**config.mk**
```make
export PLATFORM = sky130hd
export DESIGN_NAME = pipe_reg_elastic
export DESIGN_NICKNAME = d
export VERILOG_FILES = /design/src/rtl/pipe_reg_elastic_pkg.sv /design/src/rtl/pipe_reg_elastic_skid.sv /design/src/rtl/pipe_reg_elastic.sv
export SDC_FILE = /design/constraint.sdc
export NUM_CORES = 1
export LEC_CHECK = 0
export CAP_MARGIN = 10
export CELL_PAD_IN_SITES_DETAIL_PLACEMENT = 1
export CELL_PAD_IN_SITES_GLOBAL_PLACEMENT = 1
export CORE_MARGIN = 5
export CORE_UTILIZATION = 37
export DETAILED_ROUTE_END_ITERATION = 10
export HOLD_SLACK_MARGIN = 0.12
export PLACE_DENSITY_LB_ADDON = 0.1
export SYNTH_ARGS = -nofsm -noshare
export SYNTH_HDL_FRONTEND = slang
export SYNTH_HIERARCHICAL = 1
export SYNTH_SLANG_ARGS = --single-unit
```
**constraint.sdc**
```tcl
create_clock -name clk -period 1.8 [get_ports clk]
set_clock_uncertainty 0.05 [all_clocks]
set_input_delay 0.36 -clock clk [delete_from_list [all_inputs] [get_ports clk]]
set_output_delay 0.36 -clock clk [all_outputs]
set_load 0.1 [all_outputs]
```
**src/rtl/pipe_reg_elastic_pkg.sv**
```systemverilog
// Shared core definitions used by the elastic pipeline register and its slices.
// Carries the word width, the slice state encoding and the occupancy counter sizing.
package riscv_defines;

   localparam int WORD_WIDTH = 32;

   typedef enum logic [1:0] {
      SL_EMPTY = 2'd0,
      SL_ONE   = 2'd1,
      SL_FULL  = 2'd2
   } slice_state_t;

   // Counter must represent 0..2*num_slices inclusive.
   function automatic int occ_width(input int num_slices);
      return $clog2(2 * num_slices + 1);
   endfunction

endpackage

```
**src/rtl/pipe_reg_elastic_skid.sv**
```systemverilog
// One 2-entry skid-buffer slice: a main register feeding the output and a skid
// register that absorbs one extra word, so in_ready_o depends only on local state.
module pipe_skid_slice
   import riscv_defines::*;
#(
   parameter int DATA_WIDTH = WORD_WIDTH
) (
   input  logic                  clk,
   input  logic                  rst_n,
   input  logic                  flush_i,
   input  logic                  in_valid_i,
   output logic                  in_ready_o,
   input  logic [DATA_WIDTH-1:0] in_data_i,
   output logic                  out_valid_o,
   input  logic                  out_ready_i,
   output logic [DATA_WIDTH-1:0] out_data_o
);

   slice_state_t          state_p0;
   slice_state_t          state_n;
   logic [DATA_WIDTH-1:0] main_p0;
   logic [DATA_WIDTH-1:0] skid_p0;
   logic                  push;
   logic                  pop;
   logic                  ld_main_in;
   logic                  ld_main_skid;
   logic                  ld_skid;

   assign in_ready_o  = (state_p0 != SL_FULL);
   assign out_valid_o = (state_p0 != SL_EMPTY);
   assign out_data_o  = main_p0;

   assign push = in_valid_i & in_ready_o;
   assign pop  = out_valid_o & out_ready_i;

   always_comb begin
      state_n      = state_p0;
      ld_main_in   = 1'b0;
      ld_main_skid = 1'b0;
      ld_skid      = 1'b0;
      unique case (state_p0)
         SL_EMPTY: begin
            if (push) begin
               ld_main_in = 1'b1;
               state_n    = SL_ONE;
            end
         end
         SL_ONE: begin
            if (push && pop) begin
               ld_main_in = 1'b1;
            end else if (push) begin
               ld_skid = 1'b1;
               state_n = SL_FULL;
            end else if (pop) begin
               state_n = SL_EMPTY;
            end
         end
         SL_FULL: begin
            if (pop) begin
               ld_main_skid = 1'b1;
               state_n      = SL_ONE;
            end
         end
         default: state_n = SL_EMPTY;
      endcase
      // Flush empties the slice but leaves the data registers untouched.
      if (flush_i) begin
         state_n      = SL_EMPTY;
         ld_main_in   = 1'b0;
         ld_main_skid = 1'b0;
         ld_skid      = 1'b0;
      end
   end

   // ---- slice register stage ----
   always_ff @(posedge clk) begin
      if (!rst_n) begin
         state_p0 <= SL_EMPTY;
         main_p0  <= '0;
         skid_p0  <= '0;
      end else begin
         state_p0 <= state_n;
         if (ld_main_in) begin
            main_p0 <= in_data_i;
         end else if (ld_main_skid) begin
            main_p0 <= skid_p0;
         end
         if (ld_skid) begin
            skid_p0 <= in_data_i;
         end
      end
   end

endmodule

```
**src/rtl/pipe_reg_elastic.sv**
```systemverilog
// Elastic pipeline register: NUM_SLICES cascaded skid slices with flush and an
// occupancy count. Input readiness comes from slice 0 registers only.
module pipe_reg_elastic
   import riscv_defines::*;
#(
   parameter int DATA_WIDTH = WORD_WIDTH,
   parameter int NUM_SLICES = 1,
   parameter int CNT_W      = occ_width(NUM_SLICES)
) (
   input  logic                  clk,
   input  logic                  rst_n,
   input  logic                  flush_i,
   input  logic                  in_valid_i,
   output logic                  in_ready_o,
   input  logic [DATA_WIDTH-1:0] in_data_i,
   output logic                  out_valid_o,
   input  logic                  out_ready_i,
   output logic [DATA_WIDTH-1:0] out_data_o,
   output logic [CNT_W-1:0]      occupancy_o
);

   // Chain index i is the boundary in front of slice i; index NUM_SLICES is the output.
   logic                  vld_p [NUM_SLICES+1];
   logic                  rdy_p [NUM_SLICES+1];
   logic [DATA_WIDTH-1:0] dat_p [NUM_SLICES+1];
   logic                  in_xfer;
   logic                  out_xfer;
   logic [CNT_W-1:0]      occ_p0;

   assign vld_p[0]          = in_valid_i;
   assign dat_p[0]          = in_data_i;
   assign in_ready_o        = rdy_p[0];
   assign rdy_p[NUM_SLICES] = out_ready_i;
   assign out_valid_o       = vld_p[NUM_SLICES];
   assign out_data_o        = dat_p[NUM_SLICES];

   for (genvar i = 0; i < NUM_SLICES; i++) begin : g_slice
      pipe_skid_slice #(
         .DATA_WIDTH (DATA_WIDTH)
      ) u_slice (
         .clk         (clk),
         .rst_n       (rst_n),
         .flush_i     (flush_i),
         .in_valid_i  (vld_p[i]),
         .in_ready_o  (rdy_p[i]),
         .in_data_i   (dat_p[i]),
         .out_valid_o (vld_p[i+1]),
         .out_ready_i (rdy_p[i+1]),
         .out_data_o  (dat_p[i+1])
      );
   end

   assign in_xfer  = in_valid_i & in_ready_o;
   assign out_xfer = out_valid_o & out_ready_i;

   // ---- occupancy register stage ----
   always_ff @(posedge clk) begin
      if (!rst_n || flush_i) begin
         occ_p0 <= '0;
      end else if (in_xfer && !out_xfer) begin
         occ_p0 <= occ_p0 + CNT_W'(1);
      end else if (!in_xfer && out_xfer) begin
         occ_p0 <= occ_p0 - CNT_W'(1);
      end
   end

   assign occupancy_o = occ_p0;

endmodule

```
# After elaboration in Yosys (flattened, before gate mapping)
# Cells that the tools add are included.
# totals
input_bits	37
output_inout_bits	36
regBits	68
wordCells	49
# classes
n_addsub	2
muxes	20
reduce_logical	13
eq_ne	7
bitwise_logic	3
# op_table
cell	count
$mux W32	2
$mux W2	7
$mux W1	9
$pmux W2 S3	1
$reduce_bool A2 Y1	3
$ne A2 B1 Y1 const B	2
$ne A2 B2 Y1 const B	2
$reduce_and A4 Y1	1
$logic_and A1 B1 Y1	3
$logic_not A1 Y1	3
$ne A3 B1 Y1 const B	1
$add A2 B1 Y2 const B	1
$and A1 B1 Y1	2
$eq A2 B1 Y1 const B	1
$eq A2 B2 Y1 const B	1
$logic_not A2 Y1	1
$pmux W1 S2	1
$reduce_or A2 Y1	1
$sub A2 B1 Y2 const B	1
$logic_or A1 B1 Y1	1
$not A1 Y1	1

# Logic depth before layout (Yosys ltp)
# Gate-level depths: netlist of the first run.
# logic_depth
ltp_word	7
depth_mapped	7
ltp_nobuf	6

# Modules after synthesis
# The synthesis of the first run kept the hierarchy.
# by_module_without_submodules
mod	seq_area_each_um2	instances	cells_each	area_each_um2
pipe_skid_slice	1321.3	1	347	2995.4
pipe_reg_elastic	40.0	1	12	106.4

# Least setup slack after synthesis of the first run
# Ideal clock, no wire load.
# synth_timing
kind	register to register
from	reg g_slice[0].u_slice.state_p0[1]
to	reg occ_p0[1] (netlist: occupancy_o[1])
arrival_ps	2140
setup_ps	70
setup_slack_ps	-460
required_time_ps	1680
path_stages_with_launch	7
cell_sequence	dfxtp_1 buf_6 or2b_1 and2_1 ha_1 or3_1 a21oi_1
# synth_via
elab_chain_cells	5
elab_cells_between_ends	10
# synth_rtl
item	line	source
start, declared	pipe_reg_elastic_skid.sv:19	slice_state_t state_p0;
start signal, assigned	pipe_reg_elastic_skid.sv:82	state_p0 <= state_n;
$ne A2 B2 Y1 (*)	pipe_reg_elastic_skid.sv:29	assign in_ready_o = (state_p0 != SL_FULL);
net in_ready_o	pipe_reg_elastic.sv:14	output logic in_ready_o,
$and A1 B1 Y1 (*)	pipe_reg_elastic.sv:53	assign in_xfer = in_valid_i & in_ready_o;
$logic_not A1 Y1	pipe_reg_elastic.sv:62	end else if (!in_xfer && out_xfer) begin
$logic_and A1 B1 Y1	pipe_reg_elastic.sv:62	
$reduce_bool A2 Y1 (no line)	-	
end signal, assigned	pipe_reg_elastic.sv:61	occ_p0 <= occ_p0 + CNT_W'(1);
end signal, assigned	pipe_reg_elastic.sv:63	occ_p0 <= occ_p0 - CNT_W'(1);
end, declared	pipe_reg_elastic.sv:28	logic [CNT_W-1:0] occ_p0;
# Mark *: on every way through the listed nets, which the timed path passes. The rest lies on a longest branch.
# A chain may end at the register's enable or synchronous reset.

# Worst setup path in the final report of the first run
# layout_timing
from	in in_valid_i
to	reg g_slice[0].u_slice.main_p0[31]
# layout_via
elab_chain_cells	6
elab_cells_between_ends	8
# layout_rtl
item	line	source
start, declared	pipe_reg_elastic.sv:13	input logic in_valid_i,
$and A1 B1 Y1 (*)	pipe_reg_elastic_skid.sv:33	assign push = in_valid_i & in_ready_o;
$logic_and A1 B1 Y1	pipe_reg_elastic_skid.sv:49	if (push && pop) begin
$mux W1	pipe_reg_elastic_skid.sv:49	
$pmux W1 S2 (*)	pipe_reg_elastic_skid.sv:41	unique case (state_p0)
$mux W1 (*)	pipe_reg_elastic_skid.sv:67	if (flush_i) begin
$mux W32 / $reduce_bool A2 Y1 (equally long branches)	-	
end signal, assigned	pipe_reg_elastic_skid.sv:84	main_p0 <= in_data_i;
end signal, assigned	pipe_reg_elastic_skid.sv:86	main_p0 <= skid_p0;
end, declared	pipe_reg_elastic_skid.sv:21	logic [DATA_WIDTH-1:0] main_p0;
# Every way passes the cells marked *; elsewhere a longest branch is shown, timed or not.

==> reports/qor.txt, run 1 <==
Reg-to-Reg End: occupancy_o[1]
synthesized area: 3100 sq um
Synth Instances: 359
HP Start: g_slice[0].u_slice/skid_p0[15]
GRT Residual Overflow: 0
Tot GR Track Use: 18.4%
via count: 2914
Die Y: 102 um
Worst-path clk slew: 0.07 ns
row cnt: 33
Pleak: 0.00160 uW
Reg2Reg Setup Slack: 0.06 ns
most frequent cells in the layout: nand2_1, dfxtp_1, buf_12, clkdlybuf4s50_1
RD Place Congestion: 0.734
Yosys warning count: 6
Fin. Hold Viols: 0
DRC viols: 0
cell area power density: 864 nW/um^2
antenna-violating nets left: 0
max-slew violation count: 0
via/cell ratio: 5.48
fillcell total: 899
status: finished clean
RR Startpoint: g_slice[0].u_slice/state_p0[1]
Mapped Nets: 397
clk buf depth: 2
antenna violations before repair: 0
Syn Area/Cell: 8.64 sq um
drt wl/cell: 17.5 um
Worst slew margin: 79.7%
Period Utilization, post-route: 96.7%
core region area: 8180 sq um
Die Wd: 102 um
overall power: 3980 uW
worst reg-to-reg path cell count: 5
number of global-route vias before repair: 2965
CP endpoint kind: flip-flop
Setup TNS Final: 0 ns
Top Ports: 73
die footprint: 10300 sq um
maxcap violations: 0
worst-margin pin slew: 0.305 ns
Min-Delay Path Class: reg2reg
Arr. time, crit path: 1.90 ns
Worst Path Required: 1.96 ns
CP Class: in2reg
unrepaired setup endpoints after global routing: false
WHS Endpoint: g_slice[0].u_slice/out_data_o[15]
CTS Buf Count: 9
antenna cells: 0
CTS Sinks: 68
Critical Path Source: in_valid_i
Yosys reg bits: 68
dpl hpwl: 6130 um
first-pass GRT wire length: 15000 um
Pre-Repair DR Iteration Count: 4
Max FO, Critical Path: 38
Distinct cells, synth: 36
CTS root buf: clkbuf_8
cts hold-fix bufs: 0
ys async rst share: 0%
layout overhead on the synthesized area: 48.4%
CTS tree: done
Final #Nets: 462
Detailed Route Iter0 Violations: 108
post-route minimum period: 1.74 ns
EDFF count, synth: 0
CTS H-tree depth: 3
sequential share of the synthesized area: 43.9%
IO buf count: 72
Clk Latency, worst-skew pair: 0.34 ns
pin count of the biggest net entering global routing: 67
achievable frequency: 0.575 GHz
Worst setup SP type: input port
dominant synthesized flop cell: dfxtp_1
layout cells sized above 1: 22.0%
Initial Util: 37.9%
hold path depth: 2
Routed WL: 9310 um
Final setup viols: 0
Worst IR Drop VDD: 0.434 mV
-- cell usage after synthesis (all sizes together) (2+ instances only) --
cell type	n	share of area [%]
nor2	2	0.24
a21oi	2	0.32
or3b	2	0.56
nand2	67	8.1
o31ai	32	9.9
buf	22	5.2
xor2	2	0.56
a21boi	32	7.7
o21ai	33	5.3
nand2b	3	0.61
nand3	32	5.2
a31oi	32	6.5
clkbuf	17	2.1
dfxtp	68	44
-- through the flow --
step	setup WS (ns)	instances	area (sq um)	hold slack (ns)	utilization (%)
finish	0.0599	532	4600	0.412	56.3
global route	0.00822	532	4600	0.429	56.3
CTS	0.00915	532	4600	0.416	56.3
detailed placement	-0.271	518	4390	0.411	53.7
global placement	-0.211	518	4390	0.401	53.7
floorplan	-0.0752	359	3120	0.383	-
-- routing by layer --
layer  up-vias  track usage (%)  part of all wire [%]
met5         -                0                     0
met4         0             5.52                  0.83
met3         7             3.65                   3.8
met2        58             31.0                    50
met1      1425             23.9                    45
li1       1424                -                     -
-- how the worst max path moves through the flow --
stage / slack [ns] / to / depth (start not counted)
final: 0.06 / g_slice[0].u_slice/out_data_o[31] / 5
after CTS: 0.009 / occupancy_o[1] / 5
after floorplan: -0.08 / occupancy_o[1] / 7
after global routing: 0.008 / g_slice[0].u_slice/out_data_o[22] / 5
after detailed placement: -0.27 / g_slice[0].u_slice/out_data_o[18] / 5
after global placement: -0.21 / g_slice[0].u_slice/out_data_o[26] / 5
-- cells by family (layout without fill, tap and decap cells) --
kind of cell             count (synthesis)  in the layout  share of synthesized area, %
XOR/XNOR                                 2              2                         0.565
AND/OR/NAND/NOR                        115            115                          17.1
multiplexers                             1              1                         0.323
buffers and inverters                   39            107                          7.34
AO/OA/AOI/OAI                          133            133                          30.3
adder cells (fa/ha/maj)                  1              1                         0.403
flip-flops                              68             68                          43.9
-- state kept, by name, indices dropped and copies added, names as in the netlist --
register and count:
g_slice.u_slice/out_data_o 32, g_slice.u_slice/skid_p0 32, g_slice.u_slice/state_p0 2, occupancy_o 2
-- power by group --
part | internal [uW] | switching, uW | total [uW] | leakage [uW]
logic | 393 | 617 | 1010 | 0.000935
clock network | 777 | 556 | 1330 | 0.000108
registers | 1570 | 67.1 | 1630 | 0.000555
total | 2740 | 1240 | 3980 | 0.00160
-- worst max-delay path, cell delays in order --
cell,delay [ns]
clkdlybuf4s50_1,0.48
or3b_2,0.52
buf_12,0.20
o31ai_1,0.27
a31oi_1,0.07
-- cell type report --
| cell class | instances | area (sq um) | area share, % |
|---|---|---|---|
| Sequential cell | 68 | 1360 | 29.6 |
| Tap cell | 105 | 131 | 2.85 |
| Multi-Input combinational cell | 252 | 1550 | 33.7 |
| Clock inverter | 1 | 30.0 | 0.653 |
| Clock buffer | 13 | 179 | 3.89 |
| Timing Repair Buffer | 93 | 1350 | 29.3 |
-- repair_timing --
item,CTS,global route
resized for setup,0,1
setup buffers,0,0
setup endpoints to repair,0,1
No activity file was read; power rests on OpenSTA's default activity.
==> run 2: changes to the inputs <==
--- a/config.mk
+++ b/config.mk
@@ -10,6 +10,7 @@
 export CELL_PAD_IN_SITES_GLOBAL_PLACEMENT = 1
 export CORE_MARGIN = 5
 export CORE_UTILIZATION = 37
+export CTS_CLUSTER_DIAMETER = 80
 export DETAILED_ROUTE_END_ITERATION = 10
 export HOLD_SLACK_MARGIN = 0.12
 export PLACE_DENSITY_LB_ADDON = 0.1
==> results of run 2 <==
Final layout, timing and power as in run 1 (identical DEF).
==> run 3: changes to the inputs <==
--- a/config.mk
+++ b/config.mk
@@ -9,7 +9,7 @@
 export CELL_PAD_IN_SITES_DETAIL_PLACEMENT = 1
 export CELL_PAD_IN_SITES_GLOBAL_PLACEMENT = 1
 export CORE_MARGIN = 5
-export CORE_UTILIZATION = 37
+export CORE_UTILIZATION = 30
 export CTS_CLUSTER_DIAMETER = 80
 export DETAILED_ROUTE_END_ITERATION = 10
 export HOLD_SLACK_MARGIN = 0.12
==> run 3 against run 2 <==
  * Register-to-register slack improved by 0.05 ns
  * Critical path depth stayed put
  * Power increased by 4.0%
  * Critical path type unchanged
  * Critical endpoint is now g_slice[0].u_slice/out_data_o[11]
  * Largest cell class unchanged
==> reports/qor.txt, run 3 (same netlist as run 1, synthesis figures left out) <==
achievable frequency: 0.575 GHz
maxcap violations: 0
Worst path max stage delay: 0.49 ns
# Post-CTS Setup Buffers: 0
overall power: 4130 uW
dpl hpwl: 5900 um
most frequent cells in the layout: nand2_1, dfxtp_1, buf_12, clkdlybuf4s50_1
Worst-path clk slew: 0.07 ns
antenna violations before repair: 0
clk buf depth: 2
Worst Path Required: 1.96 ns
Reg-to-Reg End: occupancy_o[1]
Tot GR Track Use: 15.3%
Detailed Route Iter0 Violations: 124
post-route minimum period: 1.74 ns
cell area power density: 890 nW/um^2
Arr. time, crit path: 1.90 ns
die footprint: 12500 sq um
Period Utilization, post-route: 96.7%
Clk Latency, worst-skew pair: 0.33 ns
Die Wd: 112 um
Layout Cells excl Fill: 563
pin count of the biggest net entering global routing: 67
drt wl/cell: 16.6 um
Worst setup SP type: input port
Routed WL: 9330 um
Top Usage Layer GRT: met2
via count: 2890
first-pass GRT wire length: 15800 um
Pleak: 0.00159 uW
fillcell total: 1163
max-slew violation count: 0
M1 GR Usage: 20.0%
Initial Util: 30.5%
status: finished clean
row cnt: 37
Top Ports: 73
number of global-route vias before repair: 3038
CP endpoint kind: flip-flop
critical-path cell list: clkdlybuf4s50_1 -> or3b_2 -> buf_12 -> o31ai_1 -> a31oi_1
RR Startpoint: g_slice[0].u_slice/state_p0[1]
HP Start: g_slice[0].u_slice/skid_p0[27]
CTS tree: done
WHS Endpoint: g_slice[0].u_slice/out_data_o[27]
grt met3 use: 3.86%
global routing usage on met2: 25.2%
CP Class: in2reg
hold path depth: 2
layout overhead on the synthesized area: 49.7%
core region area: 10200 sq um
CP max stage cell: or3b_2
CTS H-tree depth: 3
Post-Place Cells: 547
Final setup viols: 0
antenna-violating nets left: 0
Min-Delay Path Class: reg2reg
Worst slew margin: 78.2%
IO buf count: 72
CTS Sinks: 68
Fin. Hold Viols: 0
Max FO, Critical Path: 64
unrepaired setup endpoints after global routing: false
GRT Residual Overflow: 0
antenna cells: 0
Die Y: 112 um
layout cells sized above 1: 21.8%
Worst IR Drop VDD: 0.416 mV
RD Place Congestion: 0.717
Final #Nets: 460
worst-margin pin slew: 0.328 ns
CTS root buf: clkbuf_8
final design utilization: 45.6%
Reg2Reg Setup Slack: 0.11 ns
via/cell ratio: 5.13
worst reg-to-reg path cell count: 6
CTS Buf Count: 9
Pre-Repair DR Iteration Count: 4
DRC viols: 0
## run 3: cell count changes in the layout (fill, tap and decap cells not counted)
cell / previous run / this run
dfxtp_4: 0 / 1
bufinv_16: 1 / 3
o31ai_2: 8 / 9
clkinv_2: 0 / 2
dfxtp_2: 1 / 0
clkbuf_1: 0 / 2
clkbuf_8: 13 / 9
o31ai_1: 22 / 21
buf_12: 45 / 44
buf_4: 12 / 11
## run 3: where the power goes
part	internal [uW]	switching [uW]
Combinational	389	618
Clock	918	579
Sequential	1560	65.4
Total	2870	1260
## run 3: worst max path at each step
stage | start | endpoint | slack (ns) | depth (start not counted)
after floorplan | g_slice[0].u_slice/state_p0[1] | occupancy_o[1] | -0.08 | 7
after global placement | in_valid_i | g_slice[0].u_slice/out_data_o[16] | -0.22 | 5
after detailed placement | in_valid_i | g_slice[0].u_slice/out_data_o[6] | -0.29 | 5
after CTS | g_slice[0].u_slice/state_p0[1] | occupancy_o[1] | 0.03 | 6
after global routing | in_valid_i | g_slice[0].u_slice/out_data_o[8] | 0.007 | 5
final | in_valid_i | g_slice[0].u_slice/out_data_o[11] | 0.06 | 5
## run 3: what timing repair did
| action | 4_1_cts | 5_1_grt |
|---|---|---|
| hold buffers | 0 | 0 |
| setup endpoints to repair | 0 | 2 |
| resized for setup | 0 | 3 |
## run 3: cell type report
cell class	count	area, sq um	area share [%]
clock buffer	11	131	2.83
clock inverter	5	100	2.16
multi-input combinational	252	1560	33.5
sequential	68	1370	29.4
tap	136	170	3.66
timing repair buffer	91	1320	28.4
## run 3: stage by stage
stage / setup WS (ns) / hold slack [ns] / area [sq um] / TNS, ns
2_1_floorplan: -0.0752 / 0.383 / 3120 / -0.0752
3_3_place_gp: -0.225 / 0.399 / 4400 / -11.77
3_5_place_dp: -0.293 / 0.411 / 4400 / -14.33
4_1_cts: 0.0326 / 0.413 / 4630 / 0
5_1_grt: 0.00666 / 0.439 / 4640 / 0
6_report: 0.0598 / 0.411 / 4640 / 0
## run 3: critical path, delay by kind of cell
kind	cells	cell delay, ns
compound gates	2	0.32
buf+inv	2	0.71
simple gates	1	0.49
## run 3: metal layers
| metal | share of wire, % | up-vias |
|---|---|---|
| li1 | - | 1421 |
| met1 | 47 | 1413 |
| met5 | 0 | - |
| met4 | 0.75 | 0 |
| met3 | 3.6 | 7 |
| met2 | 49 | 49 |
